### src/rtl/kbd_pkg.sv
// Shared constants for the PS/2 Set-2 scan-code decoder: prefix/modifier codes,
// FSM state encoding and the private ASCII codes used for the arrow keys.
package kbd_pkg;

  localparam logic [7:0] SC_EXT    = 8'hE0;
  localparam logic [7:0] SC_BRK    = 8'hF0;
  localparam logic [7:0] SC_PAUSE  = 8'hE1;
  localparam logic [7:0] SC_LSHIFT = 8'h12;
  localparam logic [7:0] SC_RSHIFT = 8'h59;
  localparam logic [7:0] SC_CTRL   = 8'h14;
  localparam logic [7:0] SC_CAPS   = 8'h58;
  localparam logic [7:0] SC_BAT    = 8'hAA;
  localparam logic [7:0] SC_ACK    = 8'hFA;
  localparam logic [7:0] SC_ECHO   = 8'hEE;

  localparam logic [7:0] KEY_UP    = 8'h80;
  localparam logic [7:0] KEY_DOWN  = 8'h81;
  localparam logic [7:0] KEY_LEFT  = 8'h82;
  localparam logic [7:0] KEY_RIGHT = 8'h83;

  // Bytes remaining in the Pause sequence after its leading E1
  localparam logic [2:0] PAUSE_SKIP = 3'd7;

  typedef enum logic [2:0] {
    ST_IDLE,
    ST_EXT,
    ST_BRK,
    ST_EXT_BRK,
    ST_SKIP
  } state_t;

  // Keyboard housekeeping bytes (BAT, ACK, echo, errors) that carry no key
  function automatic logic is_filler(input logic [7:0] code);
    return (code == SC_BAT) || (code == SC_ACK) || (code == SC_ECHO) ||
           (code == 8'h00) || (code == 8'hFF);
  endfunction

  // Keys that only change modifier state and never produce a character
  function automatic logic is_modifier(input logic [7:0] code);
    return (code == SC_LSHIFT) || (code == SC_RSHIFT) ||
           (code == SC_CTRL) || (code == SC_CAPS);
  endfunction

endpackage

### src/rtl/kbd_ascii_lut.sv
// Combinational Set-2 scan code to ASCII table. Letters are always returned
// lower case; the caller applies caps/shift/ctrl. 8'h00 means unmapped.
module kbd_ascii_lut
  import kbd_pkg::*;
(
  input  logic [7:0] code,
  input  logic       ext,
  input  logic       shift,
  output logic [7:0] ascii
);

  // Table lookup; extended codes use a separate, much smaller map
  always_comb begin
    ascii = 8'h00;
    if (ext) begin
      case (code)
        8'h75:   ascii = KEY_UP;
        8'h72:   ascii = KEY_DOWN;
        8'h6B:   ascii = KEY_LEFT;
        8'h74:   ascii = KEY_RIGHT;
        8'h4A:   ascii = "/";
        8'h5A:   ascii = 8'h0D;
        default: ascii = 8'h00;
      endcase
    end else begin
      case (code)
        8'h1C: ascii = "a";  8'h32: ascii = "b";  8'h21: ascii = "c";
        8'h23: ascii = "d";  8'h24: ascii = "e";  8'h2B: ascii = "f";
        8'h34: ascii = "g";  8'h33: ascii = "h";  8'h43: ascii = "i";
        8'h3B: ascii = "j";  8'h42: ascii = "k";  8'h4B: ascii = "l";
        8'h3A: ascii = "m";  8'h31: ascii = "n";  8'h44: ascii = "o";
        8'h4D: ascii = "p";  8'h15: ascii = "q";  8'h2D: ascii = "r";
        8'h1B: ascii = "s";  8'h2C: ascii = "t";  8'h3C: ascii = "u";
        8'h2A: ascii = "v";  8'h1D: ascii = "w";  8'h22: ascii = "x";
        8'h35: ascii = "y";  8'h1A: ascii = "z";
        8'h16: ascii = shift ? "!" : "1";
        8'h1E: ascii = shift ? "@" : "2";
        8'h26: ascii = shift ? "#" : "3";
        8'h25: ascii = shift ? "$" : "4";
        8'h2E: ascii = shift ? "%" : "5";
        8'h36: ascii = shift ? "^" : "6";
        8'h3D: ascii = shift ? "&" : "7";
        8'h3E: ascii = shift ? "*" : "8";
        8'h46: ascii = shift ? "(" : "9";
        8'h45: ascii = shift ? ")" : "0";
        8'h4E: ascii = shift ? "_" : "-";
        8'h55: ascii = shift ? "+" : "=";
        8'h54: ascii = shift ? "{" : "[";
        8'h5B: ascii = shift ? "}" : "]";
        8'h5D: ascii = shift ? "|" : "\\";
        8'h4C: ascii = shift ? ":" : ";";
        8'h52: ascii = shift ? "\"" : "'";
        8'h0E: ascii = shift ? "~" : 8'h60;
        8'h41: ascii = shift ? "<" : ",";
        8'h49: ascii = shift ? ">" : ".";
        8'h4A: ascii = shift ? "?" : "/";
        8'h29: ascii = " ";
        8'h5A: ascii = 8'h0D;
        8'h66: ascii = 8'h08;
        8'h0D: ascii = 8'h09;
        8'h76: ascii = 8'h1B;
        default: ascii = 8'h00;
      endcase
    end
  end

endmodule

### src/rtl/kbd_scancode_decoder.sv
// PS/2 Set-2 scan-code decoder: synchronises the receiver's byte-ready level,
// walks make/break/extended/pause sequences, tracks modifiers and queues ASCII
// characters in a small FIFO drained through valid/ready.
module kbd_scancode_decoder
  import kbd_pkg::*;
#(
  parameter int FIFO_DEPTH  = 8,
  parameter int SYNC_STAGES = 2
) (
  input  logic       clk,
  input  logic       rst,
  input  logic       kbd_rda,
  input  logic [7:0] kbd_data,
  output logic       out_valid,
  input  logic       out_ready,
  output logic [7:0] out_ascii,
  output logic       overflow,
  input  logic       ovf_clr,
  output logic       caps_on
);

  localparam int AW = $clog2(FIFO_DEPTH);

  logic [SYNC_STAGES-1:0] rda_sync;
  logic                   rda_prev;
  logic                   rda_rise;
  logic [7:0]             code_q;
  logic                   code_vld;

  state_t     state, state_next;
  logic [2:0] skip_cnt, skip_next;
  logic       make_ev, brk_ev, ev_ext;

  logic       lshift, rshift, lctrl, rctrl;
  logic       shift, ctrl, letter;
  logic [7:0] lut_ascii, char;
  logic       wr_req;

  logic [7:0]  mem [FIFO_DEPTH];
  logic [AW:0] wr_ptr, rd_ptr, fill;
  logic        full, empty, pop, push, drop;

  // Synchronise the byte-ready level into clk and keep its previous value for edge detect
  always_ff @(posedge clk or negedge rst) begin
    if (!rst) begin
      rda_sync <= '0;
      rda_prev <= 1'b0;
    end else begin
      rda_sync <= {rda_sync[SYNC_STAGES-2:0], kbd_rda};
      rda_prev <= rda_sync[SYNC_STAGES-1];
    end
  end

  assign rda_rise = rda_sync[SYNC_STAGES-1] & ~rda_prev;

  // Capture the scan code on the synchronised rising edge; kbd_data is stable by then
  always_ff @(posedge clk or negedge rst) begin
    if (!rst) begin
      code_q   <= 8'h00;
      code_vld <= 1'b0;
    end else begin
      code_vld <= rda_rise;
      if (rda_rise) code_q <= kbd_data;
    end
  end

  // Sequence FSM state register
  always_ff @(posedge clk or negedge rst) begin
    if (!rst) begin
      state    <= ST_IDLE;
      skip_cnt <= 3'd0;
    end else begin
      state    <= state_next;
      skip_cnt <= skip_next;
    end
  end

  // Next state plus make/break events for the byte presented this cycle
  always_comb begin
    state_next = state;
    skip_next  = skip_cnt;
    make_ev    = 1'b0;
    brk_ev     = 1'b0;
    ev_ext     = 1'b0;
    if (code_vld) begin
      case (state)
        ST_IDLE: begin
          if (code_q == SC_EXT) begin
            state_next = ST_EXT;
          end else if (code_q == SC_BRK) begin
            state_next = ST_BRK;
          end else if (code_q == SC_PAUSE) begin
            state_next = ST_SKIP;
            skip_next  = PAUSE_SKIP;
          end else if (!is_filler(code_q)) begin
            make_ev = 1'b1;
          end
        end
        ST_EXT: begin
          if (code_q == SC_BRK) begin
            state_next = ST_EXT_BRK;
          end else begin
            state_next = ST_IDLE;
            // E0 12 is the keyboard's fake shift around extended keys
            if (code_q != SC_LSHIFT) begin
              make_ev = 1'b1;
              ev_ext  = 1'b1;
            end
          end
        end
        ST_BRK: begin
          brk_ev     = 1'b1;
          state_next = ST_IDLE;
        end
        ST_EXT_BRK: begin
          brk_ev     = 1'b1;
          ev_ext     = 1'b1;
          state_next = ST_IDLE;
        end
        ST_SKIP: begin
          if (skip_cnt <= 3'd1) begin
            skip_next  = 3'd0;
            state_next = ST_IDLE;
          end else begin
            skip_next = skip_cnt - 3'd1;
          end
        end
        default: state_next = ST_IDLE;
      endcase
    end
  end

  // Modifier flags follow make/break; caps lock toggles on every make, repeats included
  always_ff @(posedge clk or negedge rst) begin
    if (!rst) begin
      lshift  <= 1'b0;
      rshift  <= 1'b0;
      lctrl   <= 1'b0;
      rctrl   <= 1'b0;
      caps_on <= 1'b0;
    end else if (make_ev || brk_ev) begin
      if (code_q == SC_LSHIFT) lshift <= make_ev;
      if (code_q == SC_RSHIFT) rshift <= make_ev;
      if (code_q == SC_CTRL) begin
        if (ev_ext) rctrl <= make_ev;
        else        lctrl <= make_ev;
      end
      if (code_q == SC_CAPS && make_ev) caps_on <= ~caps_on;
    end
  end

  assign shift = lshift | rshift;
  assign ctrl  = lctrl | rctrl;

  kbd_ascii_lut u_lut (
    .code  (code_q),
    .ext   (ev_ext),
    .shift (shift),
    .ascii (lut_ascii)
  );

  // Apply caps/shift case flip and ctrl masking to letters only
  always_comb begin
    letter = (lut_ascii >= 8'h61) && (lut_ascii <= 8'h7A);
    char   = lut_ascii;
    if (letter && (caps_on ^ shift)) char = lut_ascii ^ 8'h20;
    if (letter && ctrl)              char = char & 8'h1F;
  end

  assign wr_req = make_ev && !is_modifier(code_q) && (lut_ascii != 8'h00);

  assign fill      = wr_ptr - rd_ptr;
  assign full      = (fill == (AW+1)'(FIFO_DEPTH));
  assign empty     = (fill == '0);
  assign out_valid = !empty;
  assign out_ascii = empty ? 8'h00 : mem[rd_ptr[AW-1:0]];
  assign pop       = out_valid && out_ready;
  // A pop in the same cycle frees the slot, so a write into a full FIFO still lands
  assign push      = wr_req && (!full || pop);
  assign drop      = wr_req && full && !pop;

  // FIFO storage, no reset needed since empty masks the head
  always_ff @(posedge clk) begin
    if (push) mem[wr_ptr[AW-1:0]] <= char;
  end

  // FIFO pointers and sticky overflow (a drop beats a clear in the same cycle)
  always_ff @(posedge clk or negedge rst) begin
    if (!rst) begin
      wr_ptr   <= '0;
      rd_ptr   <= '0;
      overflow <= 1'b0;
    end else begin
      if (push) wr_ptr <= wr_ptr + 1'b1;
      if (pop)  rd_ptr <= rd_ptr + 1'b1;
      if (drop)         overflow <= 1'b1;
      else if (ovf_clr) overflow <= 1'b0;
    end
  end

endmodule

### config.mk
export PLATFORM = sky130hd
export DESIGN_NAME = kbd_scancode_decoder
export DESIGN_NICKNAME = d
export VERILOG_FILES = /design/src/rtl/kbd_pkg.sv /design/src/rtl/kbd_ascii_lut.sv /design/src/rtl/kbd_scancode_decoder.sv
export SDC_FILE = /design/constraint.sdc
export NUM_CORES = 1
export LEC_CHECK = 0
export BUFFER_PORTS_ARGS = -buffer_cell sky130_fd_sc_hd__buf_2
export CAP_MARGIN = 30
export CORE_AREA = 2 2 133 135
export CTS_CLUSTER_DIAMETER = 150
export DETAILED_ROUTE_END_ITERATION = 16
export DIE_AREA = 0 0 135 137
export PLACE_DENSITY = 0.51
export REMOVE_ABC_BUFFERS = 1
export SLEW_MARGIN = 20
export SYNTH_ARGS = -nofsm -noshare
export SYNTH_HDL_FRONTEND = slang
export SYNTH_SLANG_ARGS = --single-unit
### constraint.sdc
create_clock -name clk -period 4.4 [get_ports clk]
set_clock_uncertainty 0.15 [all_clocks]
set_input_delay 0.44 -clock clk [delete_from_list [all_inputs] [get_ports clk]]
set_output_delay 0.44 -clock clk [all_outputs]
set_load 0.02 [all_outputs]
# Word level (Yosys, flattened, before mapping)
# Memory sizes are Yosys's and may differ from the RTL's.
# Cells that the tools add are included.
# op_classes
muxes	54
magnitude_cmp	3
add_sub_neg	4
bitwise_logic	8
reduce_logical	37
eq_ne	78
# op_table
op	n
$pmux 8 s52	1
$eq 8x7->1 const B	26
$eq 8x6->1 const B	23
$eq 8x5->1 const B	9
$mux 5	13
$eq 8x8->1 const B	7
$pmux 8 s6	1
$mux 3	9
$mux 6	4
$mux 8	3
$mux 7	3
$eq 8x4->1 const B	2
$mux 1	15
$logic_and 1x1->1	10
$logic_or 1x1->1	9
$pmux 3 s3	1
$reduce_and 3->1	3
$add 4x1->4 const B	2
$ge 8x7->1 const B	1
$le 8x7->1 const B	1
$logic_not 8->1	1
$ne 2x2->1 const B	4
$ne 8x5->1 const B	1
$reduce_bool 8->1	1
22 further kinds	34
# totals
mem_count	1
ff_bits	32
wordCells	199
out_inout_bits	11
ramBits	64
# mem_list
name	words	width	rd	rd_clocked_by_memory_dff	write_ports	line_no	rtl
mem	8	8	1	0	1	kbd_scancode_decoder.sv:39	logic [7:0] mem [FIFO_DEPTH];

# Depth between registers and ports, before layout
# Gate-level depths: netlist of the first run.
# depth
depth_word	16
mapped_depth	13
depth_no_buf	11

# Cells and area by module
# From an unflattened synthesis of the first run, not the netlist that was laid out.
# hier_totals
cells_unflattened	536
area_unflattened_um2	5799.3
# modules_own_cells
module	area_per_inst_um2	cells_each	n_inst	seq_area_each_um2
kbd_scancode_decoder	4276.6	305	1	2722.6
kbd_ascii_lut	1522.7	231	1	0.0

# Worst setup path before layout of the first run
# OpenSTA, ideal clock, no wires.
# synth_path
path_kind	reg-to-reg
startpoint	register rd_ptr[1]
endpoint	memory mem[0][0] (enable)
arrival_time_ps	3331
slack_ps	535
required_ps	3867
n_path_buf	2
path_stages_with_launch	14
path_cell_list	dfrtp_1 clkbuf_1 clkbuf_1 inv_1 ha_1 nor2b_1 o21ai_0 a21oi_1 o21ai_0 nand3_1 a211o_1 o22ai_2 nand2_1 nor3_1
# synth_via
elab_chain_cells	8
word_cells_on_any_way	10
# synth_rtl
item	line_no	rtl
from (decl)	kbd_scancode_decoder.sv:40	logic [AW:0] wr_ptr, rd_ptr, fill;
from (signal assigned)	kbd_scancode_decoder.sv:195	if (pop) rd_ptr <= rd_ptr + 1'b1;
$sub 4x4->4 (*)	kbd_scancode_decoder.sv:172	assign fill = wr_ptr - rd_ptr;
$logic_not 4->1	kbd_scancode_decoder.sv:174	assign empty = (fill == '0);
$logic_not 1->1	kbd_scancode_decoder.sv:175	assign out_valid = !empty;
$logic_and 1x1->1	kbd_scancode_decoder.sv:177	assign pop = out_valid && out_ready;
$logic_or 1x1->1 (*)	kbd_scancode_decoder.sv:179	assign push = wr_req && (!full || pop);
$logic_and 1x1->1 (*)	kbd_scancode_decoder.sv:179	
$mux 1 (*)	kbd_scancode_decoder.sv:184	if (push) mem[wr_ptr[AW-1:0]] <= char;
$mux 1 (not written as such) (*)	kbd_scancode_decoder.sv:184	
to (decl)	kbd_scancode_decoder.sv:39	
# Mark *: on every way between the ends. The rest lies on a longest branch, timed or not.

# Final worst setup path of the first run
# layout_path
startpoint	register code_q[1]
endpoint	memory mem[3][6], data pin
# layout_via
elab_chain_cells	10
word_cells_on_any_way	70
# layout_rtl
item	line_no	rtl
from (decl)	kbd_scancode_decoder.sv:27	logic [7:0] code_q;
from (signal assigned)	kbd_scancode_decoder.sv:63	if (rda_rise) code_q <= kbd_data;
$ne 8x5->1	kbd_scancode_decoder.sv:105	if (code_q != SC_LSHIFT) begin
$mux 1	kbd_scancode_decoder.sv:105	
$mux 1	kbd_scancode_decoder.sv:100	if (code_q == SC_BRK) begin
$pmux 1 s2	kbd_scancode_decoder.sv:86	case (state)
$mux 1	kbd_scancode_decoder.sv:85	if (code_vld) begin
$mux 8 (*)	kbd_ascii_lut.sv:15	if (ext) begin
$ge 8x7->1 / $le 8x7->1 (equally long branches)	kbd_scancode_decoder.sv:164	letter = (lut_ascii >= 8'h61) && (lut_ascii <= 8'h7A);
$logic_and 1x1->1	kbd_scancode_decoder.sv:164	
$logic_and 1x1->1	kbd_scancode_decoder.sv:167	if (letter && ctrl) char = char & 8'h1F;
$mux 8 (*)	kbd_scancode_decoder.sv:167	
net char[6]	kbd_scancode_decoder.sv:36	logic [7:0] lut_ascii, char;
# Mark *: on every way through the listed nets, which the timed path passes. The rest lies on a longest branch.

==> results of run 1 <==
[registers in the layout (all words and copies together), names as in the netlist, 2 cells and up]
name      cells
code_q        8
mem          64
rd_ptr        4
rda_sync      2
skip_cnt      3
state         3
wr_ptr        4
[how the worst max path moves through the flow]
stage | to | cells after the start
floorplan | mem[0][0] | 9
global placement | mem[1][2] | 10
detailed placement | mem[3][6] | 10
CTS | mem[3][6] | 10
global route | mem[0][6] | 10
finish | mem[3][6] | 10
[through the flow]
step	cell area [um2]	std cells
2_1_floorplan	5720	512
3_3_place_gp	6720	835
3_5_place_dp	6740	837
4_1_cts	7040	853
5_1_grt	7040	853
6_report	7040	853
[power by group through the flow]
stage / registers [uW] / logic (uW) / clock network [uW]
after floorplan: 1270 / 852 / 0
after global placement: 1190 / 1490 / 0
after detailed placement: 1200 / 1520 / 0
after CTS: 1180 / 1530 / 812
after global routing: 1190 / 1650 / 846
final: 1180 / 1520 / 798
[synth_stat cells (7+ instances only)]
library cell and n:
edfxtp_1 64, nand4_1 7, nor4_1 10, a21oi_1 20
dfrtp_1 32, buf_4 7, mux4_2 16, o21ai_0 27
nand3_1 13, nor3_1 17, nor2_1 41, inv_1 12
o22ai_1 10, nand2b_1 7, xnor2_1 10, buf_2 17
nor2b_1 10, buf_6 9, nand2_1 57, clkbuf_1 9
ha_1 7, nand4b_1 7
[logic make-up after synthesis]
logic type	count (synthesis)
AO/OA/AOI/OAI	122
XOR/XNOR	15
adder cells (fa/ha/maj)	8
buffers and inverters	58
flip-flops	96
multiplexers	21
AND/OR/NAND/NOR	236
[metal layers]
layer	up-vias	global-route usage, %
li1	2284	-
met1	2465	25.6
met2	160	35.1
met3	19	3.19
met4	0	5.90
met5	-	0
[area by class of cell]
cell class / instances / area [um2]
Multi-Input combinational cell: 402 / 2960
Timing Repair Buffer: 100 / 724
Clock buffer: 9 / 225
Fill cell: 1688 / 10000
Tap cell: 225 / 282
Inverter: 14 / 52.6
Clock inverter: 7 / 76.3
Sequential cell: 96 / 2720
==> flow_summary.ini, run 1 <==
[setup_path]
rr_worst_depth = 10
start_kind = flip-flop
path_max_fanout = 19
path_class = flip-flop to flip-flop
r2r-start = code_q[1]
cp-startpoint = code_q[1]
critPathBufInv = 2
cp.arrival_ns = 4.00
required_ns = 4.27
reg2reg_to = mem[3][6]
crit_path_frequent_cell = buf_4
slowest_delay_ns = 0.72
cp_slowest_cell = dfrtp_1
critical_path.cell_chain = buf_4 -> nor4b_1 -> buf_4 -> a2bb2oi_1 -> o211ai_1 -> nor4_1 -> or4bb_1 -> nor3_1 -> o21ai_1 -> a31oi_1
end_kind = flip-flop
cpLargestDelayFamily = simple AND/OR/NAND/NOR gates
reg2reg_slack_ns = 0.27

[power]
powerDensity_nw_per_um2 = 496
pwr-share-clk_pct = 22.9
p_leak_uw = 0.00260
power.internal_uw = 2150
ir_worst_vdd_v = 0.000315
switching_share_pct = 38.4
switching_power_uw = 1340
power_frac_comb_pct = 43.4
total_power_uw = 3490
seq_power_share_pct = 33.8

[logic_synthesis]
synth_compound_area_share_pct = 14.7
yosys_most_used_dff = edfxtp_1
ys_seq_elements = 96
synth_warnings = 0
synth_cells = 556
synth_cell_types = 88
synthAdderAreaFrac_pct = 1.63
synth.mux.area_fraction_pct = 6.99
syn-cell-area_um2 = 6000
synth_edf_count = 64
async_reset_ff_share_pct = 33.3
yosys-top-cells-area = edfxtp_1, dfrtp_1, mux4_2
post-synth-top-area-cell = edfxtp_1
synth-seq-area-share_pct = 45.4
yosys.area_share.simple_pct = 23.5
postSynthAreaPerCell_um2 = 10.8
synth_top_family_by_area = simple AND/OR/NAND/NOR gates
synth_top_cell_area_share_pct = 32.0
synthXorXnorAreaFrac_pct = 2.19

[layout]
drive_gt1_share_pct = 25.8
fin_util_pct = 41.3
fin_nets = 643
final_common_cell = buf_4
synthToLayoutAreaGrowth_pct = 17.3
layout_common_cells = buf_4, edfxtp_1, nand2_1
n_antenna_cell = 0

[clocking]
htree_num_levels = 3
clock_sinks = 96
cts_hold_buf = 0
post_cts_resize_count = 0
cts_tree = built
cts-root-buf = clkbuf_16
clk_latency_ns = 0.34
clk_pin_slew_ns = 0.07
numCtsBuffers = 9
clockBufferDepth = 2
post_cts_buffers = 0

[floorplan]
initial_core_util_pct = 35.2
core_um2 = 17100
die_h_um = 137
die_area_um2 = 18500
row_count = 48
ioPinCount = 24
dieWidth_um = 135

[timing]
max_freq_ghz = 0.242
rsz0062_at_grt = no
tns_ns = 0
setup_viol = 0
slew_headroom_pct = 39.7
finalCriticalPeriod_ns = 4.13
setup_ws_ns = 0.266
drv_slew = 0
worst_hold_slack_ns = 0.0104
finalHoldViolCount = 0
tightest_slew_ns = 0.901
finalCritPeriodShare_pct = 94.0

[global_routing]
antenna_found_initial = 0
grt_pass1_wl_um = 28200
grt_max_degree = 47
track_usage_pct = 20.0
first_global_vias = 4917
grt.overflow.total = 0

[routing]
wl_per_cell_um = 20.7
viasPerCell = 5.78
wl_um = 17600
drc = 0
wl_met2_um = 8800
drtPass1Iterations = 5
first_iter_violations = 396
wl_met1_um = 7710
drtAntennaViolNets = 0
vias = 4928
top_layer = met4
dr_wl_met3_um = 770

[place]
pre_cts_ws_ns = 0.303
place_congestion = 0.962
dp_hpwl_um = 13200
port_buffers = 23

[hold_path]
hp-class = input pin to async pin

[run]
max_cap_viol_count = 0

[outcome]
outcome = finished clean
Note: power is estimated with default switching activity, not from simulation.
==> run 2: changes to the inputs <==
--- a/config.mk
+++ b/config.mk
@@ -6,12 +6,11 @@
 export NUM_CORES = 1
 export LEC_CHECK = 0
 export BUFFER_PORTS_ARGS = -buffer_cell sky130_fd_sc_hd__buf_2
-export CAP_MARGIN = 30
-export CORE_AREA = 2 2 133 135
+export CORE_AREA = 2 2 101 103
 export CTS_CLUSTER_DIAMETER = 150
 export DETAILED_ROUTE_END_ITERATION = 16
-export DIE_AREA = 0 0 135 137
-export PLACE_DENSITY = 0.51
+export DIE_AREA = 0 0 103 105
+export PLACE_DENSITY = 0.81
 export REMOVE_ABC_BUFFERS = 1
 export SLEW_MARGIN = 20
 export SYNTH_ARGS = -nofsm -noshare
==> flow_summary.ini, run 2 (synthesis results as in run 1) <==
[routing]
viasPerCell = 6.72
vias = 5017
first_iter_violations = 411
drtPass1Iterations = 5
drc = 0
wl_per_cell_um = 22.1
drtAntennaViolNets = 0
wl_um = 16500

[outcome]
outcome = finished clean

[place]
port_buffers = 23
dpl-instance-area_um2 = 6470
dp_cells = 729
place_congestion = 0.997
dp_hpwl_um = 12300

[hold_path]
hp-class = input pin to flip-flop
worstHoldPathCells = 2

[power]
p_leak_uw = 0.00248
powerDensity_nw_per_um2 = 482
power.internal_uw = 1950
pwr-share-clk_pct = 17.8
ir_worst_vdd_v = 0.000340
seq_power_share_pct = 36.8
switching_share_pct = 39.5
power_frac_comb_pct = 45.4
switching_power_uw = 1270

[timing]
slew_headroom_pct = 30.7
drv_slew = 0
setup_viol = 0
finalHoldViolCount = 0
finalCriticalPeriod_ns = 3.94
rsz0062_at_grt = no
max_freq_ghz = 0.254
worst_hold_slack_ns = 0.117
tns_ns = 0
finalCritPeriodShare_pct = 89.6
tightest_slew_ns = 1.03

[layout]
fin_util_pct = 69.5
synthToLayoutAreaGrowth_pct = 11.6
design_area_um2 = 6700
n_antenna_cell = 0
layout_common_cells = edfxtp_1, buf_4, nand2_1
fin_nets = 629
instances_no_fill = 747
drive_gt1_share_pct = 23.8
final_common_cell = edfxtp_1
largest_reg_flops = 64

[floorplan]
ioPinCount = 24
dieWidth_um = 103
row_count = 36
die_area_um2 = 10800
initial_core_util_pct = 62.2
die_h_um = 105
core_um2 = 9640

[clocking]
cts-root-buf = clkbuf_8
clock_sinks = 96
post_cts_buffers = 0
htree_num_levels = 3
numCtsBuffers = 9
clockBufferDepth = 2
clk_latency_ns = 0.37
clk_pin_slew_ns = 0.09
cts_tree = built

[setup_path]
path_class = flip-flop to flip-flop
start_kind = flip-flop
cp.arrival_ns = 3.78
end_kind = flip-flop
path_max_fanout = 18
rr_worst_depth = 9
required_ns = 4.24

[run]
max_cap_viol_count = 0

[global_routing]
grt.overflow.total = 0
track_usage_pct = 32.4
grt_pass1_wl_um = 26400
grt_max_degree = 34
antenna_found_initial = 0
first_global_vias = 4928
run 2: layout make-up:
type	instances	area (um2)
clock inverter	7	70.1
sequential	96	2720
inverter	14	52.6
clock buffer	9	124
fill	740	2940
tap	133	166
multi-input combinational	402	2950
timing repair buffer	86	606
run 2: final timing paths:
| kind | start | to | slack [ns] |
|---|---|---|---|
| worst max register to register | code_q[4] | mem[7][4] | 0.46 |
| worst min-delay path | ovf_clr | overflow | 0.12 |
| max in group asynchronous | rst | wr_ptr[2] | 3.10 |
| worst max-delay path | code_q[4] | mem[7][4] | 0.46 |
| min in group asynchronous | rst | rda_prev | 0.53 |
| worst min register to register | rda_sync[0] | rda_sync[1] | 0.24 |
run 2: per-layer routing:
metal  GRT usage, %  up-vias  share of wire [%]
li1               -     2260                  -
met5              0        -                  0
met3           5.75       69                6.3
met4           16.7        0                5.1
met1           39.4     2438                 39
met2           54.3      250                 50
run 2: power groups by stage:
| stage | registers, uW | logic [uW] | clock network (uW) |
|---|---|---|---|
| global placement | 1200 | 1390 | 0 |
| global route | 1200 | 1600 | 609 |
| CTS | 1180 | 1460 | 580 |
| detailed placement | 1200 | 1440 | 0 |
| finish | 1190 | 1460 | 573 |
| floorplan | 1270 | 852 | 0 |
run 2: what timing repair did:
item | CTS | global route
hold buffers | 1 | 1
resized for setup | 0 | 0
setup endpoints to repair | 0 | 0
endpoints found under the hold margin | 32 | 1
run 2: critical path, stage by stage, from the launching register on:
cell and delay, ns:
dfrtp_1 0.57, buf_4 0.24, or4b_1 0.50, a2111oi_0 0.57, nor3_1 0.09, nand4b_1 0.13
or4bb_1 0.19, nor4_4 0.07, o21a_1 0.20, nor4_2 0.85
run 2: per-stage QoR:
step	total power [uW]	worst slack, ns
2_1_floorplan	2130	0.493
3_3_place_gp	2590	0.438
3_5_place_dp	2650	0.349
4_1_cts	3220	0.295
5_1_grt	3410	0.115
6_report	3230	0.457
==> run 3: changes to the inputs <==
--- a/config.mk
+++ b/config.mk
@@ -6,11 +6,15 @@
 export NUM_CORES = 1
 export LEC_CHECK = 0
 export BUFFER_PORTS_ARGS = -buffer_cell sky130_fd_sc_hd__buf_2
-export CORE_AREA = 2 2 101 103
+export CELL_PAD_IN_SITES_DETAIL_PLACEMENT = 0
+export CELL_PAD_IN_SITES_GLOBAL_PLACEMENT = 1
+export CORE_AREA = 2 2 113 115
 export CTS_CLUSTER_DIAMETER = 150
 export DETAILED_ROUTE_END_ITERATION = 16
-export DIE_AREA = 0 0 103 105
-export PLACE_DENSITY = 0.81
+export DIE_AREA = 0 0 115 117
+export MAX_ROUTING_LAYER = met4
+export PLACE_DENSITY = 0.8
+export RECOVER_POWER = 25
 export REMOVE_ABC_BUFFERS = 1
 export SLEW_MARGIN = 20
 export SYNTH_ARGS = -nofsm -noshare
==> flow_summary.ini, run 3 (synthesis results as in run 1) <==
[layout]
final_common_cell = edfxtp_1
instances_no_fill = 749
fin_util_pct = 54.3
n_antenna_cell = 0
drive_gt1_share_pct = 21.5
layout_common_cells = edfxtp_1, nand2_1, buf_4
largest_reg_flops = 64
fin_nets = 614
synthToLayoutAreaGrowth_pct = 11.5

[timing]
tightest_slew_ns = 1.81
tns_ns = 0
drv_slew = 33
rsz0062_at_grt = no
finalCriticalPeriod_ns = 4.07
finalCritPeriodShare_pct = 92.4
worst_hold_slack_ns = 0.0531
max_freq_ghz = 0.246
slew_headroom_pct = -20.7
setup_ws_ns = 0.335
setup_viol = 0
finalHoldViolCount = 0

[clocking]
post_cts_buffers = 0
clock_sinks = 96
clockBufferDepth = 2
numCtsBuffers = 9
cts-root-buf = clkbuf_16
cts_hold_buf = 0
clk_latency_ns = 0.34
post_cts_resize_count = 0
clk_pin_slew_ns = 0.07
cts_tree = built
htree_num_levels = 3

[place]
port_buffers = 23
dp_hpwl_um = 11900
place_congestion = 1.03
pre_cts_ws_ns = 0.510
dp_cells = 733

[power]
switching_power_uw = 1290
power.internal_uw = 2100
power_frac_comb_pct = 40.4
powerDensity_nw_per_um2 = 506
seq_power_share_pct = 35.6
pwr-share-clk_pct = 24.0
switching_share_pct = 38.1
ir_worst_vdd_v = 0.000273
p_leak_uw = 0.00245

[routing]
drtPass1Iterations = 7
wl_per_cell_um = 22.0
vias = 4833
viasPerCell = 6.45
drtAntennaViolNets = 0
first_iter_violations = 613
wl_um = 16500
drc = 0

[setup_path]
r2r-start = code_q[3]
start_kind = flip-flop
required_ns = 4.34
path_max_fanout = 29
end_kind = flip-flop
cp-startpoint = code_q[3]
cp.arrival_ns = 4.01
path_class = flip-flop to flip-flop

[floorplan]
die_h_um = 117
dieWidth_um = 115
core_um2 = 12300
row_count = 41
die_area_um2 = 13500
ioPinCount = 24
initial_core_util_pct = 48.7

[global_routing]
first_global_vias = 4704
grt.overflow.total = 0
grt_max_degree = 33
grt_pass1_wl_um = 26100
antenna_found_initial = 0
track_usage_pct = 26.2

[hold_path]
hold_start = kbd_rda
hp-class = input pin to flip-flop

[outcome]
outcome = finished, violations left
violations = capacitance limit, slew limit

[run]
max_cap_viol_count = 1
run 3: power by group through the flow:
stage,Combinational [uW],Sequential (uW),Clock [uW]
after floorplan,852,1270,0
after global placement,1340,1220,0
after detailed placement,1360,1220,0
after CTS,1370,1210,827
after global routing,1500,1220,859
final,1370,1210,812
run 3: worst paths after layout:
kind	cells after the start	end	slack [ns]
max in group asynchronous	1	rd_ptr[2]	2.62
min	1	rda_sync[0]	0.05
max	10	mem[6][6]	0.33
max reg2reg	10	mem[6][6]	0.33
min reg2reg	0	rda_sync[1]	0.20
min in group asynchronous	1	skip_cnt[0]	0.43
run 3: critical path: stages, from the launching register on:
cell and delay, ns:
dfrtp_1 0.94, clkbuf_1 0.30, nor4b_2 0.14, a221o_1 0.42, a2111oi_0 0.73, nand3_1 0.23
o22ai_1 0.30, o22ai_2 0.17, nand2_1 0.17, nor2_1 0.07, buf_4 0.18
run 3: metrics by stage:
| stage | cell area (um2) | total power (uW) |
|---|---|---|
| 2_1_floorplan | 5720 | 2130 |
| 3_3_place_gp | 6380 | 2560 |
| 3_5_place_dp | 6380 | 2580 |
| 4_1_cts | 6700 | 3400 |
| 5_1_grt | 6690 | 3590 |
| 6_report | 6690 | 3390 |
run 3: layout make-up:
class | count | area, um2
fill | 1058 | 5620
multi-input combinational | 402 | 2940
sequential | 96 | 2720
timing repair buffer | 71 | 468
clock buffer | 9 | 225
tap | 150 | 188
clock inverter | 7 | 88.8
inverter | 14 | 52.6
run 3: metal layers:
layer / GRT usage (%) / wire length (um) / vias to the layer above
li1: - / - / 2232
met1: 34.6 / 7230 / 2398
met2: 41.0 / 7870 / 169
met3: 3.24 / 834 / 34
met4: 11.7 / 537 / 0
met5: - / 0 / -
